### config.mk
export PLATFORM = sky130hd
export DESIGN_NAME = pipe_hazard_ctrl_flat
export DESIGN_NICKNAME = d
export VERILOG_FILES = /design/src/rtl/pipe_hazard_ctrl_pkg.sv /design/src/rtl/pipe_hazard_ctrl_if.sv /design/src/rtl/pipe_hazard_ctrl_hazard_detect.sv /design/src/rtl/pipe_hazard_ctrl.sv /design/src/flat_wrapper.sv
export SDC_FILE = /design/constraint.sdc
export NUM_CORES = 1
export LEC_CHECK = 0
export BUFFER_PORTS_ARGS = -buffer_cell sky130_fd_sc_hd__buf_2
export CAP_MARGIN = 20
export CORE_UTILIZATION = 35
export DETAILED_ROUTE_END_ITERATION = 8
export PLACE_DENSITY = 0.68
export SYNTH_ARGS = -nofsm -noshare
export SYNTH_HDL_FRONTEND = slang
export SYNTH_SLANG_ARGS = --single-unit
### constraint.sdc
create_clock -name clk -period 3.6 [get_ports clk]
set_input_delay 0.18 -clock clk [delete_from_list [all_inputs] [get_ports clk]]
set_output_delay 0.18 -clock clk [all_outputs]
set_load 0.005 [all_outputs]
### src/rtl/pipe_hazard_ctrl_pkg.sv
// Shared types and constants for the pipeline hazard controller.
package pipe_ctrl_pkg;

    localparam int unsigned REG_ADDR_W = 5;
    localparam logic [REG_ADDR_W-1:0] REG_ZERO = '0;

    // Controller state: normal flow, waiting on data memory, sticky timeout
    typedef enum logic [1:0] {
        RUN      = 2'd0,
        MEM_WAIT = 2'd1,
        FAULT    = 2'd2
    } ctrl_state_e;

endpackage

### src/rtl/pipe_hazard_ctrl_if.sv
// Datapath <-> hazard controller signal bundle.
// Performance counter outputs exist only when PIPE_HAZARD_PERF_EN is defined.
interface pipe_hazard_ctrl_if
`ifdef PIPE_HAZARD_PERF_EN
#(
    parameter int unsigned PERF_W = 32
)
`endif
;
    import pipe_ctrl_pkg::*;

    logic [REG_ADDR_W-1:0] ifid_rs1;
    logic [REG_ADDR_W-1:0] ifid_rs2;
    logic                  ifid_use_rs1;
    logic                  ifid_use_rs2;
    logic                  idex_mem_read;
    logic [REG_ADDR_W-1:0] idex_rd;
    logic                  ex_redirect;
    logic                  exmem_mem_read;
    logic                  exmem_mem_write;
    logic                  dmem_ready;
    logic                  dmem_valid;
    logic                  pc_en;
    logic                  ifid_en;
    logic                  idex_en;
    logic                  exmem_en;
    logic                  memwb_en;
    logic                  ifid_flush;
    logic                  idex_flush;
    logic                  memwb_flush;
    logic                  pc_redirect;
    logic                  mem_fault;
`ifdef PIPE_HAZARD_PERF_EN
    logic [PERF_W-1:0]     perf_lu_cnt;
    logic [PERF_W-1:0]     perf_mem_cnt;
    logic [PERF_W-1:0]     perf_flush_cnt;
`endif

    // Datapath side: supplies decoded fields, consumes pipeline controls
    modport master (
        output ifid_rs1, ifid_rs2, ifid_use_rs1, ifid_use_rs2,
        output idex_mem_read, idex_rd, ex_redirect,
        output exmem_mem_read, exmem_mem_write, dmem_ready,
`ifdef PIPE_HAZARD_PERF_EN
        input  perf_lu_cnt, perf_mem_cnt, perf_flush_cnt,
`endif
        input  dmem_valid, pc_en, ifid_en, idex_en, exmem_en, memwb_en,
        input  ifid_flush, idex_flush, memwb_flush, pc_redirect, mem_fault
    );

    // Controller side
    modport slave (
        input  ifid_rs1, ifid_rs2, ifid_use_rs1, ifid_use_rs2,
        input  idex_mem_read, idex_rd, ex_redirect,
        input  exmem_mem_read, exmem_mem_write, dmem_ready,
`ifdef PIPE_HAZARD_PERF_EN
        output perf_lu_cnt, perf_mem_cnt, perf_flush_cnt,
`endif
        output dmem_valid, pc_en, ifid_en, idex_en, exmem_en, memwb_en,
        output ifid_flush, idex_flush, memwb_flush, pc_redirect, mem_fault
    );

endinterface

### src/rtl/pipe_hazard_ctrl_hazard_detect.sv
// Load-use detector: a load in EX whose destination a reader in ID needs.
// Purely combinational so it can be reused for forwarding-match checks.
module hazard_detect
    import pipe_ctrl_pkg::*;
(
    input  logic [REG_ADDR_W-1:0] rs1_i,
    input  logic [REG_ADDR_W-1:0] rs2_i,
    input  logic                  use_rs1_i,
    input  logic                  use_rs2_i,
    input  logic                  mem_read_i,
    input  logic [REG_ADDR_W-1:0] rd_i,
    output logic                  lu_o
);

    logic hit_rs1;
    logic hit_rs2;

    // x0 is never a real dependency
    assign hit_rs1 = use_rs1_i & (rs1_i == rd_i);
    assign hit_rs2 = use_rs2_i & (rs2_i == rd_i);
    assign lu_o    = mem_read_i & (rd_i != REG_ZERO) & (hit_rs1 | hit_rs2);

endmodule

### src/rtl/pipe_hazard_ctrl.sv
// Stall/flush controller for the five-stage pipeline.
// Optional feature macro: PIPE_HAZARD_PERF_EN (saturating performance counters).
module pipe_hazard_ctrl
    import pipe_ctrl_pkg::*;
#(
    parameter int unsigned MEM_TIMEOUT = 16,
`ifdef PIPE_HAZARD_PERF_EN
    parameter int unsigned PERF_W      = 32,
`endif
    parameter int unsigned TO_W        = 8
)
(
    input  logic               clk,
    input  logic               rst_n,
    pipe_hazard_ctrl_if.slave  hz
);

    ctrl_state_e     state_q, state_d;
    logic            pend_redir_q, pend_redir_d;
    logic [TO_W-1:0] wait_cnt_q, wait_cnt_d;

    logic mreq;
    logic stall_m;
    logic redir;
    logic lu;
    logic active;

    hazard_detect u_hazard_detect (
        .rs1_i      (hz.ifid_rs1),
        .rs2_i      (hz.ifid_rs2),
        .use_rs1_i  (hz.ifid_use_rs1),
        .use_rs2_i  (hz.ifid_use_rs2),
        .mem_read_i (hz.idex_mem_read),
        .rd_i       (hz.idex_rd),
        .lu_o       (lu)
    );

    assign active  = (state_q != FAULT);
    assign mreq    = hz.exmem_mem_read | hz.exmem_mem_write;
    assign stall_m = active & mreq & ~hz.dmem_ready;
    assign redir   = hz.ex_redirect | pend_redir_q;

    // State, pending-redirect and wait-counter registers
    always_ff @(posedge clk or negedge rst_n) begin
        if (!rst_n) begin
            state_q      <= RUN;
            pend_redir_q <= 1'b0;
            wait_cnt_q   <= '0;
        end else begin
            state_q      <= state_d;
            pend_redir_q <= pend_redir_d;
            wait_cnt_q   <= wait_cnt_d;
        end
    end

    // Next state and pipeline controls, priority FAULT > mem stall > redirect > load-use
    always_comb begin
        state_d        = state_q;
        pend_redir_d   = pend_redir_q;
        wait_cnt_d     = wait_cnt_q;
        hz.dmem_valid  = mreq;
        hz.pc_en       = 1'b1;
        hz.ifid_en     = 1'b1;
        hz.idex_en     = 1'b1;
        hz.exmem_en    = 1'b1;
        hz.memwb_en    = 1'b1;
        hz.ifid_flush  = 1'b0;
        hz.idex_flush  = 1'b0;
        hz.memwb_flush = 1'b0;
        hz.pc_redirect = 1'b0;
        hz.mem_fault   = 1'b0;

        case (state_q)
            FAULT: begin
                hz.dmem_valid = 1'b0;
                hz.pc_en      = 1'b0;
                hz.ifid_en    = 1'b0;
                hz.idex_en    = 1'b0;
                hz.exmem_en   = 1'b0;
                hz.memwb_en   = 1'b0;
                hz.mem_fault  = 1'b1;
            end
            default: begin
                if (stall_m) begin
                    // Freeze up to EX/MEM, drain a bubble into MEM/WB
                    hz.pc_en       = 1'b0;
                    hz.ifid_en     = 1'b0;
                    hz.idex_en     = 1'b0;
                    hz.exmem_en    = 1'b0;
                    hz.memwb_flush = 1'b1;
                    if (hz.ex_redirect) begin
                        pend_redir_d = 1'b1;
                    end
                    if (state_q == RUN) begin
                        state_d    = MEM_WAIT;
                        wait_cnt_d = TO_W'(1);
                    end else if (wait_cnt_q == TO_W'(MEM_TIMEOUT)) begin
                        state_d = FAULT;
                    end else begin
                        wait_cnt_d = wait_cnt_q + TO_W'(1);
                    end
                end else begin
                    state_d    = RUN;
                    wait_cnt_d = '0;
                    if (redir) begin
                        hz.pc_redirect = 1'b1;
                        hz.ifid_flush  = 1'b1;
                        hz.idex_flush  = 1'b1;
                        pend_redir_d   = 1'b0;
                    end else if (lu) begin
                        hz.pc_en      = 1'b0;
                        hz.ifid_en    = 1'b0;
                        hz.idex_flush = 1'b1;
                    end
                end
            end
        endcase

        // Hold every stage and bubble the pipe while reset is asserted
        if (!rst_n) begin
            hz.dmem_valid  = 1'b0;
            hz.pc_en       = 1'b0;
            hz.ifid_en     = 1'b0;
            hz.idex_en     = 1'b0;
            hz.exmem_en    = 1'b0;
            hz.memwb_en    = 1'b0;
            hz.ifid_flush  = 1'b1;
            hz.idex_flush  = 1'b1;
            hz.memwb_flush = 1'b1;
            hz.pc_redirect = 1'b0;
            hz.mem_fault   = 1'b0;
        end
    end

`ifdef PIPE_HAZARD_PERF_EN
    logic [PERF_W-1:0] perf_lu_q;
    logic [PERF_W-1:0] perf_mem_q;
    logic [PERF_W-1:0] perf_flush_q;
    logic              lu_evt;
    logic              redir_evt;

    assign lu_evt    = active & ~stall_m & ~redir & lu;
    assign redir_evt = active & ~stall_m & redir;

    // Saturating event counters
    always_ff @(posedge clk or negedge rst_n) begin
        if (!rst_n) begin
            perf_lu_q    <= '0;
            perf_mem_q   <= '0;
            perf_flush_q <= '0;
        end else begin
            if (lu_evt && (perf_lu_q != '1)) begin
                perf_lu_q <= perf_lu_q + PERF_W'(1);
            end
            if (stall_m && (perf_mem_q != '1)) begin
                perf_mem_q <= perf_mem_q + PERF_W'(1);
            end
            if (redir_evt && (perf_flush_q != '1)) begin
                perf_flush_q <= perf_flush_q + PERF_W'(1);
            end
        end
    end

    assign hz.perf_lu_cnt    = perf_lu_q;
    assign hz.perf_mem_cnt   = perf_mem_q;
    assign hz.perf_flush_cnt = perf_flush_q;
`endif

endmodule

### src/flat_wrapper.sv
// flat-port wrapper written by rule: the top's interface ports become plain ports
module pipe_hazard_ctrl_flat import pipe_ctrl_pkg::*;
#(
    parameter int unsigned MEM_TIMEOUT = 16,

    parameter int unsigned TO_W        = 8
)
  (clk, rst_n, hz_ifid_rs1, hz_ifid_rs2, hz_ifid_use_rs1, hz_ifid_use_rs2, hz_idex_mem_read, hz_idex_rd, hz_ex_redirect, hz_exmem_mem_read, hz_exmem_mem_write, hz_dmem_ready, hz_dmem_valid, hz_pc_en, hz_ifid_en, hz_idex_en, hz_exmem_en, hz_memwb_en, hz_ifid_flush, hz_idex_flush, hz_memwb_flush, hz_pc_redirect, hz_mem_fault);
  pipe_hazard_ctrl_if hz_i ();
  input  logic clk;
  input  logic rst_n;
  input wire logic [$bits(hz_i.ifid_rs1)-1:0] hz_ifid_rs1;
  input wire logic [$bits(hz_i.ifid_rs2)-1:0] hz_ifid_rs2;
  input wire logic [$bits(hz_i.ifid_use_rs1)-1:0] hz_ifid_use_rs1;
  input wire logic [$bits(hz_i.ifid_use_rs2)-1:0] hz_ifid_use_rs2;
  input wire logic [$bits(hz_i.idex_mem_read)-1:0] hz_idex_mem_read;
  input wire logic [$bits(hz_i.idex_rd)-1:0] hz_idex_rd;
  input wire logic [$bits(hz_i.ex_redirect)-1:0] hz_ex_redirect;
  input wire logic [$bits(hz_i.exmem_mem_read)-1:0] hz_exmem_mem_read;
  input wire logic [$bits(hz_i.exmem_mem_write)-1:0] hz_exmem_mem_write;
  input wire logic [$bits(hz_i.dmem_ready)-1:0] hz_dmem_ready;
  output wire logic [$bits(hz_i.dmem_valid)-1:0] hz_dmem_valid;
  output wire logic [$bits(hz_i.pc_en)-1:0] hz_pc_en;
  output wire logic [$bits(hz_i.ifid_en)-1:0] hz_ifid_en;
  output wire logic [$bits(hz_i.idex_en)-1:0] hz_idex_en;
  output wire logic [$bits(hz_i.exmem_en)-1:0] hz_exmem_en;
  output wire logic [$bits(hz_i.memwb_en)-1:0] hz_memwb_en;
  output wire logic [$bits(hz_i.ifid_flush)-1:0] hz_ifid_flush;
  output wire logic [$bits(hz_i.idex_flush)-1:0] hz_idex_flush;
  output wire logic [$bits(hz_i.memwb_flush)-1:0] hz_memwb_flush;
  output wire logic [$bits(hz_i.pc_redirect)-1:0] hz_pc_redirect;
  output wire logic [$bits(hz_i.mem_fault)-1:0] hz_mem_fault;
  assign hz_i.ifid_rs1 = hz_ifid_rs1;
  assign hz_i.ifid_rs2 = hz_ifid_rs2;
  assign hz_i.ifid_use_rs1 = hz_ifid_use_rs1;
  assign hz_i.ifid_use_rs2 = hz_ifid_use_rs2;
  assign hz_i.idex_mem_read = hz_idex_mem_read;
  assign hz_i.idex_rd = hz_idex_rd;
  assign hz_i.ex_redirect = hz_ex_redirect;
  assign hz_i.exmem_mem_read = hz_exmem_mem_read;
  assign hz_i.exmem_mem_write = hz_exmem_mem_write;
  assign hz_i.dmem_ready = hz_dmem_ready;
  assign hz_dmem_valid = hz_i.dmem_valid;
  assign hz_pc_en = hz_i.pc_en;
  assign hz_ifid_en = hz_i.ifid_en;
  assign hz_idex_en = hz_i.idex_en;
  assign hz_exmem_en = hz_i.exmem_en;
  assign hz_memwb_en = hz_i.memwb_en;
  assign hz_ifid_flush = hz_i.ifid_flush;
  assign hz_idex_flush = hz_i.idex_flush;
  assign hz_memwb_flush = hz_i.memwb_flush;
  assign hz_pc_redirect = hz_i.pc_redirect;
  assign hz_mem_fault = hz_i.mem_fault;
  pipe_hazard_ctrl #(.MEM_TIMEOUT(MEM_TIMEOUT), .TO_W(TO_W)) u_core (.clk(clk), .rst_n(rst_n), .hz(hz_i));
endmodule
## Word-level counts from Yosys, hierarchy flattened

Index checks and enable logic that the tools add are counted.

- Flip-flop bits (word level): 11
- Bits of input ports: 24
- Output and inout bits: 11
- Logic and storage cells: 65

- $add $sub $neg: 1
- Equality and inequality tests: 8
- Mux-type cells: 36
- Bitwise gates (word level): 11
- Reductions and logical operators: 6

Operators with widths:

| kind | number |
|---|---|
| 1-bit 2-to-1 mux | 30 |
| 8-bit 2-to-1 mux | 3 |
| 5-bit == test | 2 |
| 8-bit by 1-bit adder with 8-bit output, second input constant | 1 |
| 8-bit by 5-bit == test with 1-bit output, second input constant | 1 |
| 1-bit AND | 6 |
| 2-bit 2-to-1 mux | 3 |
| 3-bit inequality test, second input constant | 2 |
| 5-bit nonzero test | 1 |
| 2-bit inequality test, second input constant | 2 |
| 2-bit AND reduction | 2 |
| 1-bit OR | 3 |
| 3-bit AND reduction | 1 |
| 2-bit == test, second input constant | 1 |
| 2-bit zero test | 1 |
| 1-bit inverter | 2 |
| 2-bit nonzero test | 1 |

## Logic depth before layout (Yosys ltp)

- Depth in word-level cells: 9
- Depth in mapped cells: 7
- Gate-level depth less buffers: 6

## Cells and area by module

Synthesis repeated with hierarchy kept, for this count alone.

- Cells, all modules: 100
- Area total of the unflattened synthesis: 855.8 µm²

Modules (own cells, without submodules):

| module | instances | cells an instance | area each (µm²) | seq. area each (µm²) |
|---|---|---|---|---|
| pipe_hazard_ctrl | 1 | 83 | 721.9 | 275.3 |
| hazard_detect | 1 | 17 | 133.9 | 0.0 |

## Worst setup path after synthesis

OpenSTA, ideal clock, no wires.

- Path type: reg-to-reg
- Start point: register u_core.wait_cnt_q[0]
- End point: register u_core.wait_cnt_q[2]
- Library setup time: 0.078 ns
- Arrival time: 1.411 ns
- Data required time: 3.522 ns
- Path slack: 2.112 ns
- Cell stages (with the launch flop): 8
- Buffers on the path: 1
- Clock period less this slack: 1.488 ns
- Cell sequence: dfrtp_1 > inv_1 > ha_1 > nor4b_1 > and3_1 > buf_6 > or3_1 > a21oi_1

- Word-level cells in the longest chain between the ends: 4
- Elaborated cells on any way between the ends: 7
- Those cells by class: add/sub (1); eq/ne (2); mux (3); reduce/logical (1)

RTL lines:

| what | RTL line | text |
|---|---|---|
| start: declaration | pipe_hazard_ctrl.sv:20 | `logic [TO_W-1:0] wait_cnt_q, wait_cnt_d;` |
| start signal: assignment | pipe_hazard_ctrl.sv:52 | `wait_cnt_q <= wait_cnt_d;` |
| 8-bit by 1-bit adder with 8-bit output | pipe_hazard_ctrl.sv:100 | `wait_cnt_d = wait_cnt_q + TO_W'(1);` |
| 8-bit 2-to-1 mux | pipe_hazard_ctrl.sv:97 | `end else if (wait_cnt_q == TO_W'(MEM_TIMEOUT)) begin` |
| 8-bit 2-to-1 mux | pipe_hazard_ctrl.sv:94 | `if (state_q == RUN) begin` |
| 8-bit 2-to-1 mux | pipe_hazard_ctrl.sv:84 | `if (stall_m) begin` |

Several ways; a longest one is shown, not always the timed one. The select of a mux whose other input is x is not followed.
A chain may end at the register's enable or synchronous reset.

## Final worst setup path

- Start point: register u_core.state_q[0]
- End point: output hz_idex_flush

- Word-level cells in the longest chain between the ends: 6
- Elaborated cells on any way between the ends: 7
- Those cells by class: eq/ne (2); mux (3); bitwise (2)

RTL lines:

| what | RTL line | text |
|---|---|---|
| start: declaration | pipe_hazard_ctrl.sv:18 | `ctrl_state_e state_q, state_d;` |
| start signal: assignment | pipe_hazard_ctrl.sv:50 | `state_q <= state_d;` |
| 2-bit inequality test | pipe_hazard_ctrl.sv:38 | `assign active = (state_q != FAULT);` |
| 1-bit AND (2 in a row) | pipe_hazard_ctrl.sv:40 | `assign stall_m = active & mreq & ~hz.dmem_ready;` |
| 1-bit 2-to-1 mux | pipe_hazard_ctrl.sv:84 |  |
| 1-bit 2-to-1 mux * | pipe_hazard_ctrl.sv:73 | `case (state_q)` |
| 1-bit 2-to-1 mux * | pipe_hazard_ctrl.sv:120 | `if (!rst_n) begin` |
| end: declaration | flat_wrapper.sv:29 | `output wire logic [$bits(hz_i.idex_flush)-1:0] hz_idex_flush;` |

Every way passes the cells marked *; elsewhere a longest branch is shown, timed or not.

==> impl_metrics.ini <==
[status]
run_status = complete, no violations

[global_routing]
grt_pass1_vias = 758
grt_start_max_net_pins = 17
antenna_found_initial = 0
grt_pass1_wl_mm = 3.06
grt_usage_pct = 16.6
grt_overflow = 0

[place]
placed_area_um2 = 995
dpl.hpwl_mm = 1.52
gp_congestion = 0.833
place_ws_ns = 1.89
place_inst = 154
port_buffers = 34

[route]
finalWirelength_mm = 1.86
vias = 810
drt_pre_antenna_iters = 4
ant_nets = 0
drc = 0
avgRoutedWirePerCell_um = 11.7
drt_iter0_drc = 9
vias_per_cell = 5.09

[timing]
tns_ns = 0
finalCritPeriodShare_pct = 56.8
rsz0062_at_grt = no
worst_slack_ns = 1.55
fin_skew_ns = 0.00901
slew_violations = 0
min_period_ns = 2.05
relSlewSlack_pct = 59.3
tightest_slew_ns = 0.609
worst_hold_slack_ns = 0.196
finalSetupViolCount = 0
hold_violations = 0
fmax_ghz = 0.489

[finish]
diodes = 0
postLayoutCellArea_um2 = 1030
nets = 158
area_delta_synth_final_pct = 24.8
fillers = 242
instances_no_fill = 159
drive_above_1_share_pct = 32.1
seqCellArea_um2 = 275
multi_input_area_um2 = 499
fin_util_pct = 46.7

[logic_synthesis]
synth.ff_latch_count = 11
yosys.cell_types.count = 33
synth.area.top_cells = dfrtp_1 33%, xor2_1 9.5%, nor2_1 6.4%, nand2_1 5.9%, xnor2_1 5.3%
syn_area_um2 = 827
syn_nets = 122
yosysTopAreaCellShare_pct = 33.3
synth_largest_area_cell = dfrtp_1
postSynthAreaPerCell_um2 = 8.62
synthCells = 96
async_flop_share_pct = 100
synth_warnings = 0
synth-edff-count = 0
synthFlopType = dfrtp_1
ys_seq_area_share_pct = 33.3

[die]
die_y_um = 50.6
die_area_um2 = 2560
initial_core_util_pct = 37.4
die_x_um = 50.6
design.portCount = 35
rows = 17
core_area_um2 = 2210

[worst_setup_path]
required_ns = 3.42
path_class = reg -> out
critPathLaunchType = flip-flop
path_max_fanout = 8
end_kind = output port
crit_end = hz_idex_flush
startpoint = u_core.state_q[0]$_DFFE_PN0P_
cp.arrival_ns = 1.87
r2r_slack_ns = 1.95
reg2reg_to = u_core.wait_cnt_q[0]$_DFFE_PN0P_
reg2reg_from = u_core.wait_cnt_q[1]$_DFFE_PN0P_
ff2ff_path_depth = 6

[clocking]
path_clk_slew_ns = 0.08
cts_max_level = 1
cts-root-buf = clkbuf_4
post_cts_buffers = 0
clock_sinks = 11
cts_tree = yes
clockBufferDepth = 2
clock_latency_ns = 0.27
numCtsBuffers = 3

[power]
power_density_nw_per_um2 = 266
power_mw = 0.275
leakage_nw = 0.479
vdd_drop_max_mv = 0.151

[worst_hold_path]
min_path_type = in -> reg
min_from = hz_ex_redirect

[flow_run]
drv_cap = 0
==> worst min-delay path by stage <==
stage	endpoint	slack, ns	cells after the start
final	u_core.pend_redir_q$_DFFE_PN0P_	0.20	3
after global routing	u_core.pend_redir_q$_DFFE_PN0P_	0.22	3
after CTS	u_core.pend_redir_q$_DFFE_PN0P_	0.19	3
after detailed placement	u_core.wait_cnt_q[0]$_DFFE_PN0P_	0.1	1
after global placement	u_core.wait_cnt_q[0]$_DFFE_PN0P_	0.09	1
after floorplan	u_core.pend_redir_q$_DFFE_PN0P_	-0.12	0
==> final cells by class <==
class	instances	area share, %
multi-input cells	77	48.4
flip-flops and latches	11	26.7
clock inverters	1	0.485
inverters	4	1.45
clock buffers	3	2.18
well taps	28	3.39
repair buffers	35	17.5
==> repair_timing <==
| action | in CTS | in global routing |
|---|---|---|
| hold buffers | 1 | 0 |
| gates resized for setup | 0 | 0 |
| endpoints found under the hold margin | 11 | 0 |
==> routing by layer <==
metal,share of wire (%),track usage [%]
met5,0,0
met4,2.7,11.1
met3,5.5,1.82
met1,42,17.1
met2,50,30.9
==> placed cells by master (no fill, tap or decap), types with 2 or more instances in the layout <==
cell type,Yosys,layout
a21oi_1,5,5
buf_2,0,34
clkbuf_4,0,3
dfrtp_1,11,11
ha_1,2,2
inv_1,4,4
nand2_1,13,13
nor2_1,14,14
nor3_1,2,2
nor4_1,2,2
o211ai_1,3,3
o21ai_0,2,2
or3_1,2,2
xnor2_1,5,5
xor2_1,9,9
==> report_power, final <==
part           total (mW)  leakage [nW]  switching, mW  internal, mW
clock              0.0881        0.0177         0.0470        0.0411
combinational      0.0576         0.311         0.0284        0.0292
sequential          0.129         0.150        0.00306         0.126
total               0.275         0.479         0.0784         0.196
==> flip-flops by register name, summed over array words and instances, names as in the netlist <==
| signal | flops |
|---|---|
| u_core.pend_redir_q | 1 |
| u_core.state_q | 2 |
| u_core.wait_cnt_q | 8 |
==> cells in the mapped netlist (all sizes together) (2+ instances only) <==
cell	instances
buf	4
ha	2
o21ai	2
nor4	2
a21oi	5
nor4b	2
xnor2	5
xor2	9
or3	2
nor2	14
dfrtp	11
o211ai	3
nor3	2
o22ai	2
nand2	13
inv	4
==> critical path, cell delays in order, from the launching register on <==
cell and delay (ns):
dfrtp_1 0.46, nor2b_1 0.52, nor2_1 0.17, o21ai_0 0.17, o211ai_1 0.13, buf_2 0.14
==> cells by family (layout without fill, tap and decap cells) <==
kind of cell	Yosys count	after routing	synth area share, %
compound gates	18	18	15.3
simple gates	42	42	26.0
xor+xnor	14	14	14.8
fa+ha+maj	2	2	3.03
flops	11	11	33.3
mux	1	1	1.21
buf+inv	8	43	6.35
No activity file was read; power rests on OpenSTA's default activity.
